## config.mk

```make
export PLATFORM = sky130hd
export DESIGN_NAME = ram_fifo_ctrl
export DESIGN_NICKNAME = d
export VERILOG_FILES = /design/src/rtl/ram_fifo_ctrl.sv
export SDC_FILE = /design/constraint.sdc
export NUM_CORES = 1
export LEC_CHECK = 0
export CAP_MARGIN = 0
export CORE_MARGIN = 3
export CORE_UTILIZATION = 36
export CTS_CLUSTER_DIAMETER = 40
export DETAILED_ROUTE_END_ITERATION = 6
export GPL_ROUTABILITY_DRIVEN = 0
export MAX_ROUTING_LAYER = met4
export PLACE_DENSITY = 0.67
export SYNTH_ARGS = -nofsm -noshare
export SYNTH_HDL_FRONTEND = slang
export SYNTH_SLANG_ARGS = --single-unit
export TNS_END_PERCENT = 30
```

## constraint.sdc

```tcl
create_clock -name clk -period 4.6 [get_ports clk]
set_clock_uncertainty 0.15 [all_clocks]
set_input_delay 0.69 -clock clk [delete_from_list [all_inputs] [get_ports clk]]
set_output_delay 0.69 -clock clk [all_outputs]
set_load 0.02 [all_outputs]
```

## src/rtl/ram_fifo_ctrl.sv

```systemverilog
// rtl/ram_fifo_ctrl.sv - FIFO controller over an external single-port RAM with registered read data
//
// Ports:
//   clk, rst        clock (rising edge) and asynchronous active-low reset
//   s_valid/s_data  upstream word offer; s_ready high when the word is taken this cycle
//   m_valid/m_data  downstream word; m_ready takes it
//   ram_wr_rd       1 = write, 0 = read for the single RAM port
//   ram_addr        RAM address
//   ram_data_in     RAM write data
//   ram_data_out    registered RAM read data, valid one cycle after the read edge
//   level           words stored in RAM (not counting in-flight or output-register word)
//   full, empty     level == DEPTH / level == 0
module ram_fifo_ctrl #(
  parameter int WIDTH = 8,
  parameter int DEPTH = 32
) (
  input  logic                       clk,
  input  logic                       rst,
  input  logic                       s_valid,
  input  logic [WIDTH-1:0]           s_data,
  output logic                       s_ready,
  output logic                       m_valid,
  output logic [WIDTH-1:0]           m_data,
  input  logic                       m_ready,
  output logic                       ram_wr_rd,
  output logic [$clog2(DEPTH)-1:0]   ram_addr,
  output logic [WIDTH-1:0]           ram_data_in,
  input  logic [WIDTH-1:0]           ram_data_out,
  output logic [$clog2(DEPTH):0]     level,
  output logic                       full,
  output logic                       empty
);

  localparam int AW = $clog2(DEPTH);
  localparam logic [AW:0] FULL_COUNT = (AW+1)'(DEPTH);

  typedef enum logic {IDLE, RD_WAIT} state_t;

  state_t        state;
  logic [AW-1:0] wr_ptr;
  logic [AW-1:0] rd_ptr;
  logic [AW:0]   count;
  logic          rd_go;
  logic          wr_go;

  assign level = count;
  assign full  = (count == FULL_COUNT);
  assign empty = (count == '0);

  // A read may be issued only when the output register is free or being
  // emptied on this same edge, so the captured word always has a home.
  assign rd_go = (state == IDLE) && (count != '0) && (!m_valid || m_ready);

  // Reads own the RAM port when both want it; gating with rst keeps the
  // upstream stalled for the whole reset.
  assign s_ready = rst && !full && !rd_go;
  assign wr_go   = s_valid && s_ready;

  always_comb begin
    ram_wr_rd   = 1'b0;
    ram_addr    = rd_ptr;
    ram_data_in = '0;
    if (wr_go) begin
      ram_wr_rd   = 1'b1;
      ram_addr    = wr_ptr;
      ram_data_in = s_data;
    end
  end

  always_ff @(posedge clk or negedge rst) begin
    if (!rst) begin
      state   <= IDLE;
      wr_ptr  <= '0;
      rd_ptr  <= '0;
      count   <= '0;
      m_valid <= 1'b0;
      m_data  <= '0;
    end else begin
      // rd_go and wr_go are mutually exclusive through s_ready.
      if (wr_go) begin
        wr_ptr <= wr_ptr + 1'b1;
        count  <= count + 1'b1;
      end else if (rd_go) begin
        rd_ptr <= rd_ptr + 1'b1;
        count  <= count - 1'b1;
      end

      case (state)
        IDLE: begin
          if (rd_go) state <= RD_WAIT;
        end
        RD_WAIT: begin
          state <= IDLE;
        end
        default: state <= IDLE;
      endcase

      // A capture wins over a same-edge consume: the new word replaces the old.
      if (state == RD_WAIT) begin
        m_valid <= 1'b1;
        m_data  <= ram_data_out;
      end else if (m_valid && m_ready) begin
        m_valid <= 1'b0;
      end
    end
  end

endmodule
```

==> results of run 1 <==
cell type report:
cell class | instances | area (um^2)
clock buffers | 4 | 55.05
fillers | 312 | 1529
inverters | 8 | 30.03
multi-input cells | 73 | 673.1
flip-flops and latches | 26 | 650.6
well taps | 46 | 57.56
repair buffers | 53 | 525.5
placed cells by master (no fill, tap or decap):
cell	count
clkdlybuf4s50_1	51
dfrtp_1	26
xnor2_1	10
mux2_2	9
inv_1	8
and2_1	8
mux2_1	6
ha_1	6
nand4_1	4
clkbuf_8	4
nor2_1	3
nand2_1	3
xor2_1	3
mux2_4	3
a21oi_1	2
mux2i_1	2
o21ai_0	2
buf_4	2
nor3_2	1
and3_4	1
nand2_2	1
a21oi_2	1
a211oi_2	1
o21a_1	1
nor3b_1	1
nand3_1	1
and3_1	1
a2111oi_1	1
o2bb2ai_4	1
fa_1	1
metrics by stage:
stage / hold WS [ps] / setup WS [ps]
CTS: 332.2 / 1043
global placement: 314.4 / 1091
finish: 329.2 / 1073
floorplan: 244.4 / 1624
detailed placement: 320.8 / 962.1
global route: 357.2 / 950.9
power by group through the flow:
stage	sequential (uW)	clock (uW)	combinational, uW
floorplan	524	0	478
global placement	472	0	815
detailed placement	476	0	839
CTS	473	146	842
global route	491	159	911
finish	471	141	836
final timing paths:
| kind | from | end | slack (ps) | cells after the start |
|---|---|---|---|---|
| max | rst | ram_addr[0] | 1070 | 6 |
| min | wr_ptr[4]$_DFFE_PN0P_ | wr_ptr[4]$_DFFE_PN0P_ | 330 | 1 |
| max reg2reg | level[0]$_DFFE_PN0P_ | level[5]$_DFFE_PN0P_ | 1460 | 11 |
| min reg2reg | wr_ptr[4]$_DFFE_PN0P_ | wr_ptr[4]$_DFFE_PN0P_ | 330 | 1 |
| max in group asynchronous | rst | rd_ptr[1]$_DFFE_PN0P_ | 3340 | 2 |
| min in group asynchronous | rst | level[0]$_DFFE_PN0P_ | 720 | 2 |
cell families after synthesis:
logic type,after synthesis
AO/OA/AOI/OAI,9
XOR/XNOR,13
multiplexers,20
adder cells (fa/ha/maj),7
flip-flops,26
AND/OR/NAND/NOR,24
buffers and inverters,12
synth_stat cells, drive strengths merged:
master and instances:
a211oi 1, a2111oi 1, mux2i 2, nand3 1, nor2 3, nand2 4, buf 4, o21ai 2
inv 8, a21oi 3, nand4 4, and2 8, and3 2, nor3b 1, nor3 1, fa 1
o21a 1, dfrtp 26, xor2 3, mux2 18, o2bb2ai 1, xnor2 10, ha 6
critical path: stages:
cell	delay [ps]
clkdlybuf4s50_1	510
nand2_1	100
a211oi_2	210
buf_4	280
mux2_1	350
clkdlybuf4s50_1	550
state kept, by name, summed over array words and instances, names as in the netlist:
| name | flops |
|---|---|
| m_data | 8 |
| level | 6 |
| rd_ptr | 5 |
| wr_ptr | 5 |
| m_valid | 1 |
| state | 1 |
layer usage:
layer / global-route usage (%) / share of wire [%] / vias up
li1: - / - / 481
met1: 16.14 / 45 / 477
met2: 24.19 / 47 / 45
met3: 1.642 / 7.0 / 2
met4: 6.700 / 1.2 / 0
met5: - / 0 / -
==> results.yml, run 1 <==
placed_design:
  dpl_cell_area_um2: 1937
  dp.cells: 206
  io_buffers: 51
  hpwl_mm: 2.222
yosys:
  synth_top_family_by_area: "multiplexers"
  ys_seq_area_share_pct: 47.06
  yosysTopAreaCell: "dfrtp_1"
  synthAdderAreaFrac_pct: 6.878
  yosys-mux-area-fraction_pct: 16.92
  synthCells: 111
  synthesis.nets: 138
  synth_area_um2: 1383
  synth_cell_types: 30
  synth_xor_area_share_pct: 8.235
  synth-simple-area-share_pct: 10.41
  synth_area_per_cell_um2: 12.46
  yosys.area.top_type_share_pct: 47.06
  synth-seq-cells: 26
  ys_warn_count: 0
  synth-compound-area-share_pct: 6.244
  synth.area.top_cells: "dfrtp_1 47%, mux2_2 7.3%, xnor2_1 6.3%"
final_layout:
  syn2layout_area_growth_pct: 44.07
  utilization_pct: 56.57
  diodes: 0
  final_area_um2: 1992
  layout.cells.non_filler: 210
  nets: 192
  layout-drive-gt1-share_pct: 14.63
cts:
  ctsResizeCount: 0
  clock_latency_ps: 260
  clk_path_buf_depth: 2
  numClockSinks: 26
  cts_htree_levels: 1
  cts_setup_buffers: 0
  clk_pin_slew_ps: 80
  cts_inserted_buffers: 3
  cts_tree: "built"
  root_buffer: "clkbuf_8"
  cts_hold_buf: 0
drt:
  drt_iter0_markers: 36
  route.detailed.drc: 0
  final_antenna_net_count: 0
  viasPerCell: 4.786
  drt-pass1-iter-count: 4
  routed_wl_mm: 2.882
  vias: 1005
  wl_per_cell_um: 13.72
pwr:
  p_clk_share_pct: 9.7
  power_density_nw_per_um2: 727.0
  cell_internal_pwr_uw: 876.7
  cellLeakagePower_uw: 0.0008316
  p_seq_share_pct: 32.5
  p_comb_share_pct: 57.7
  finalPower_uw: 1448
  switchingPower_uw: 571.5
  peakVddDrop_mv: 0.4428
  swShare_pct: 39.46
timing:
  drv_slew: 0
  tightest_slew_ps: 535.9
  rsz0062_at_grt: "no"
  post-route-period-util_pct: 76.67
  fin_crit_ps: 3527
  max_slew_margin_pct: 64.18
  setup_viol: 0
  setup_tns_ps: 0
  fmax_mhz: 283.5
  final_hold_viol_count: 0
die:
  pin_count: 52
  die_x_um: 67.97
  die_h_um: 67.97
  num_rows: 21
  start_util_pct: 39.27
  fp.coreArea_um2: 3521
  die_area_um2: 4620
hold_path:
  min_path_type: "reg2reg"
global_routing:
  grt_max_degree: 28
  antenna_found_initial: 0
  grt_use_total_pct: 14.03
  grt_pass1_wl_mm: 4.761
  overflow: 0
  grt_pass1_vias: 1080
worst_setup_path:
  crit_required_ps: 3760
  path_class: "in2out"
  crit_fanout: 22
  crit_path_end_kind: "output port"
  critPathArrivalTime_ps: 2690
  startpoint_type: "input pin"
job:
  maxCapViolations: 0
outcome:
  status: "complete, no violations"
Note: power is estimated with default switching activity, not from simulation.
==> run 2: changes to the inputs <==
- clock period: 4.6 -> 3.4 ns (I/O delays scaled with it)
==> run 2 against run 1 <==
Compared with the run above:
- utilization grew 0.68 points
- combinational power grew 36%
- wire length grew 1.9%
- die area is the same
- via count grew 0.70%
- cell count grew 0.48%
- non-clock buffer count grew 1
- largest cell class unchanged
- highest routed layer unchanged
==> results.yml, run 2 (synthesis results as in run 1) <==
final_layout:
  largest_reg_flops: 8
  nets: 193
  top_register: "m_data"
  layout_commonest_cell: "clkdlybuf4s50_1"
  final_area_um2: 2016
  diodes: 0
  final_cell_mix: "51 x clkdlybuf4s50_1, 26 x dfrtp_1, 10 x xnor2_1, 9 x mux2_2"
  layout-drive-gt1-share_pct: 15.15
  syn2layout_area_growth_pct: 45.79
  nFillCells: 313
die:
  fp.coreArea_um2: 3521
  die_area_um2: 4620
  start_util_pct: 39.27
  die_x_um: 67.97
  pin_count: 52
  num_rows: 21
  die_h_um: 67.97
pwr:
  p_clk_share_pct: 12.3
  p_comb_share_pct: 56.5
  cell_internal_pwr_uw: 1250
  swShare_pct: 38.33
  peakVddDrop_mv: 0.4891
  p_seq_share_pct: 31.2
  power_density_nw_per_um2: 1005
  switchingPower_uw: 776.7
  cellLeakagePower_uw: 0.0008435
worst_setup_path:
  startpoint_type: "input pin"
  r2r_start: "level[1]$_DFFE_PN0P_"
  critPathLaunch: "rst"
  path_class: "in2out"
  critPathArrivalTime_ps: 2530
  crit_required_ps: 2740
  crit_fanout: 21
  crit_path_end_kind: "output port"
timing:
  fin_crit_ps: 3186
  drv_slew: 0
  rsz0062_at_grt: "no"
  setup_viol: 0
  post-route-period-util_pct: 93.70
  setup_tns_ps: 0
  final_hold_viol_count: 0
  max_slew_margin_pct: 71.22
  fin_hold_ws_ps: 330.6
  fmax_mhz: 313.9
  tightest_slew_ps: 430.6
placed_design:
  hpwl_mm: 2.323
  dpl_cell_area_um2: 1944
  io_buffers: 51
outcome:
  status: "complete, no violations"
drt:
  topRoutingLayerUsed: "met4"
  met3WireLength_um: 178
  drt-pass1-iter-count: 3
  wl_per_cell_um: 13.92
  viasPerCell: 4.796
  wl_met1_mm: 1.306
  vias: 1012
  drt_iter0_markers: 25
  met2_length_mm: 1.400
  route.detailed.drc: 0
  routed_wl_mm: 2.938
  final_antenna_net_count: 0
global_routing:
  antenna_found_initial: 0
  overflow: 0
  grt_pass1_wl_mm: 4.905
  grt_use_total_pct: 14.51
  grt_pass1_vias: 1113
  grt_max_degree: 28
cts:
  numClockSinks: 26
  cts_tree: "built"
  cts_hold_buf: 0
  clk_pin_slew_ps: 90
  cts_inserted_buffers: 3
  ctsResizeCount: 0
  clock_latency_ps: 270
  cts_htree_levels: 1
  cts_setup_buffers: 0
  root_buffer: "clkbuf_8"
  clk_path_buf_depth: 2
hold_path:
  min_path_type: "reg2reg"
  hp-start: "rd_ptr[4]$_DFFE_PN0P_"
job:
  maxCapViolations: 0
[run 2: routing by layer]
metal  vias up  track usage [%]
li1        486                -
met1       479            16.21
met2        43            25.51
met3         4            1.806
met4         0            6.948
met5         -                -
[run 2: path summary, 6_finish.rpt]
kind / to / slack (ps) / cells after the start
worst max-delay path: ram_addr[0] / 210 / 6
worst min-delay path: rd_ptr[4]$_DFFE_PN0P_ / 330 / 1
worst max register to register: level[5]$_DFFE_PN0P_ / 610 / 10
worst min register to register: rd_ptr[4]$_DFFE_PN0P_ / 330 / 1
max in group asynchronous: level[0]$_DFFE_PN0P_ / 2310 / 2
min in group asynchronous: m_data[7]$_DFFE_PN0P_ / 540 / 2
[run 2: cell type report]
cell class | instances | area (um^2) | area share, %
multi-input cells | 73 | 673.1 | 33.40
well taps | 46 | 57.56 | 2.855
inverters | 8 | 30.03 | 1.490
clock buffers | 3 | 41.29 | 2.048
repair buffers | 54 | 533.0 | 26.44
flip-flops and latches | 26 | 650.6 | 32.28
clock inverters | 1 | 30.03 | 1.490
[run 2: power groups by stage]
| stage | clock network [uW] | logic [uW] | registers (uW) |
|---|---|---|---|
| 2_1_floorplan | 0 | 647 | 709 |
| 3_3_place_gp | 0 | 1120 | 635 |
| 3_5_place_dp | 0 | 1150 | 644 |
| 4_1_cts | 259 | 1160 | 637 |
| 5_1_grt | 275 | 1250 | 660 |
| 6_report | 249 | 1140 | 633 |
[run 2: worst max-delay path: stages]
cell             delay [ps]
clkdlybuf4s50_1         510
nand2_1                 100
a211oi_2                220
buf_4                   280
mux2_1                  350
clkdlybuf4s50_1         540
[run 2: through the flow]
stage          utilization (%)  setup slack (ps)  power, uW  cells
6_report                 57.25             214.0       2026    211
4_1_cts                  57.25             182.8       2057    211
5_1_grt                  57.25             112.2       2185    211
3_5_place_dp             55.22             187.2       1799    207
2_1_floorplan                -             472.2       1356    111
3_3_place_gp             55.22             196.3       1757    207
==> run 3: changes to the inputs <==
- ABC_CLOCK_PERIOD_IN_PS: not set -> 3400
- CORE_MARGIN: 3 -> 8
- SKIP_CTS_REPAIR_TIMING: not set -> 1
==> run 3 against run 2 <==
Compared with the run above:
- sequential power increased by 0.9%
- worst setup slack lost 11 ps
- wire length grew 8.8%
- cell count increased by 0.95%
- combinational power about the same
- highest routed layer unchanged
- first-iteration DRC count up 48%
- fmax decreased by 0.35%
- utilization shrank 2.5 points
- total power is 0.30% higher
- flip-flop and latch count unchanged
==> results.yml, run 3 (synthesis results as in run 1) <==
outcome:
  status: "complete, no violations"
drt:
  final_antenna_net_count: 0
  vias: 1009
  viasPerCell: 4.737
  route.detailed.drc: 0
  drt_iter0_markers: 37
  wl_per_cell_um: 15.01
  routed_wl_mm: 3.197
  drt-pass1-iter-count: 4
die:
  num_rows: 22
  die_x_um: 77.97
  die_area_um2: 6079
  fp.coreArea_um2: 3689
  die_h_um: 77.97
  start_util_pct: 37.48
  pin_count: 52
cts:
  clk_pin_slew_ps: 90
  clk_path_buf_depth: 2
  cts_inserted_buffers: 3
  cts_tree: "built"
  cts_htree_levels: 1
  root_buffer: "clkbuf_8"
  numClockSinks: 26
  clock_latency_ps: 270
worst_setup_path:
  crit_fanout: 21
  cpPeakStageDelay_ps: 540
  cpLargestDelayFamily: "buffers and inverters"
  critPathArrivalTime_ps: 2540
  startpoint_type: "input pin"
  r2r_start: "level[0]$_DFFE_PN0P_"
  crit_path_end_kind: "output port"
  r2r_cells: 10
  crit_required_ps: 2740
  crit_path_top_delay_cell: "clkdlybuf4s50_1"
  path_common_cell: "clkdlybuf4s50_1"
  r2r_end: "level[5]$_DFFE_PN0P_"
  worstPathCellList: "clkdlybuf4s50_1, nand2_1, a211oi_2, buf_4, mux2_1, clkdlybuf4s50_1"
  path_class: "in2out"
  reg2reg_setup_slack_ps: 600
  worst-path-buf-inv: 3
hold_path:
  min_path_type: "reg2reg"
  hp-start: "wr_ptr[4]$_DFFE_PN0P_"
  min_to: "wr_ptr[4]$_DFFE_PN0P_"
  holdPathStages: 1
final_layout:
  final_cell_mix: "51 x clkdlybuf4s50_1, 26 x dfrtp_1, 10 x xnor2_1, 9 x mux2_2"
  layout-drive-gt1-share_pct: 15.15
  syn2layout_area_growth_pct: 45.97
  largest_reg_flops: 8
  top_register: "m_data"
  nFillCells: 322
  diodes: 0
  layout_commonest_cell: "clkdlybuf4s50_1"
  nets: 193
  final_area_um2: 2018
timing:
  fmax_mhz: 312.8
  tightest_slew_ps: 435.4
  final_hold_viol_count: 0
  setup_tns_ps: 0
  fin_crit_ps: 3197
  setup_viol: 0
  max_slew_margin_pct: 70.90
  drv_slew: 0
  post-route-period-util_pct: 94.03
  rsz0062_at_grt: "no"
pwr:
  power_density_nw_per_um2: 1007
  peakVddDrop_mv: 0.5569
  cellLeakagePower_uw: 0.0008435
job:
  maxCapViolations: 0
global_routing:
  grt_pass1_wl_mm: 5.561
  grt_max_degree: 28
  grt_pass1_vias: 1215
  overflow: 0
  antenna_found_initial: 0
  grt_use_total_pct: 11.20
placed_design:
  dpl_cell_area_um2: 1947
  hpwl_mm: 2.497
  io_buffers: 51
==> run 3: cell counts in the layout (fill, tap and decap cells not counted) <==
Identical to the previous run, type by type.
==> run 3: metal layers <==
metal	vias up	GRT usage, %	wire (um)
met5	-	-	0
met4	0	4.630	38
met3	2	2.880	267
met2	43	18.80	1480
met1	477	12.35	1411
li1	487	-	-
==> run 3: area by class of cell <==
cell class,count,area (um^2),share of cell area [%]
clock inverter,1,30.03,1.488
multi-input combinational,73,673.1,33.35
sequential,26,650.6,32.24
tap,48,60.06,2.976
clock buffer,3,41.29,2.046
timing repair buffer,54,533.0,26.41
inverter,8,30.03,1.488
==> run 3: worst max path at each step <==
stage,start,endpoint,slack [ps],cells after the start
final,rst,ram_addr[0],200,6
after global routing,level[0]$_DFFE_PN0P_,ram_addr[1],90,6
after CTS,rst,ram_addr[0],170,6
after detailed placement,rst,ram_addr[1],190,6
after global placement,rst,ram_addr[1],210,6
after floorplan,level[1]$_DFFE_PN0P_,level[5]$_DFFE_PN0P_,470,11
==> run 3: per-stage QoR <==
step                util (%)  cells  setup WS (ps)  hold WS, ps  total power, uW
finish                 54.72    213          202.9        323.4             2032
global route           54.72    213          87.57        360.3             2182
CTS                    54.72    213          171.0        326.9             2061
detailed placement     52.78    209          194.1        309.7             1798
global placement       52.78    209          211.6        307.1             1764
floorplan                  -    111          472.2        64.41             1356
==> run 3: power by group <==
part / switching (uW) / internal, uW / total [uW]
clock network: 96.6 / 157 / 254
registers: 164 / 475 / 639
logic: 525 / 615 / 1140
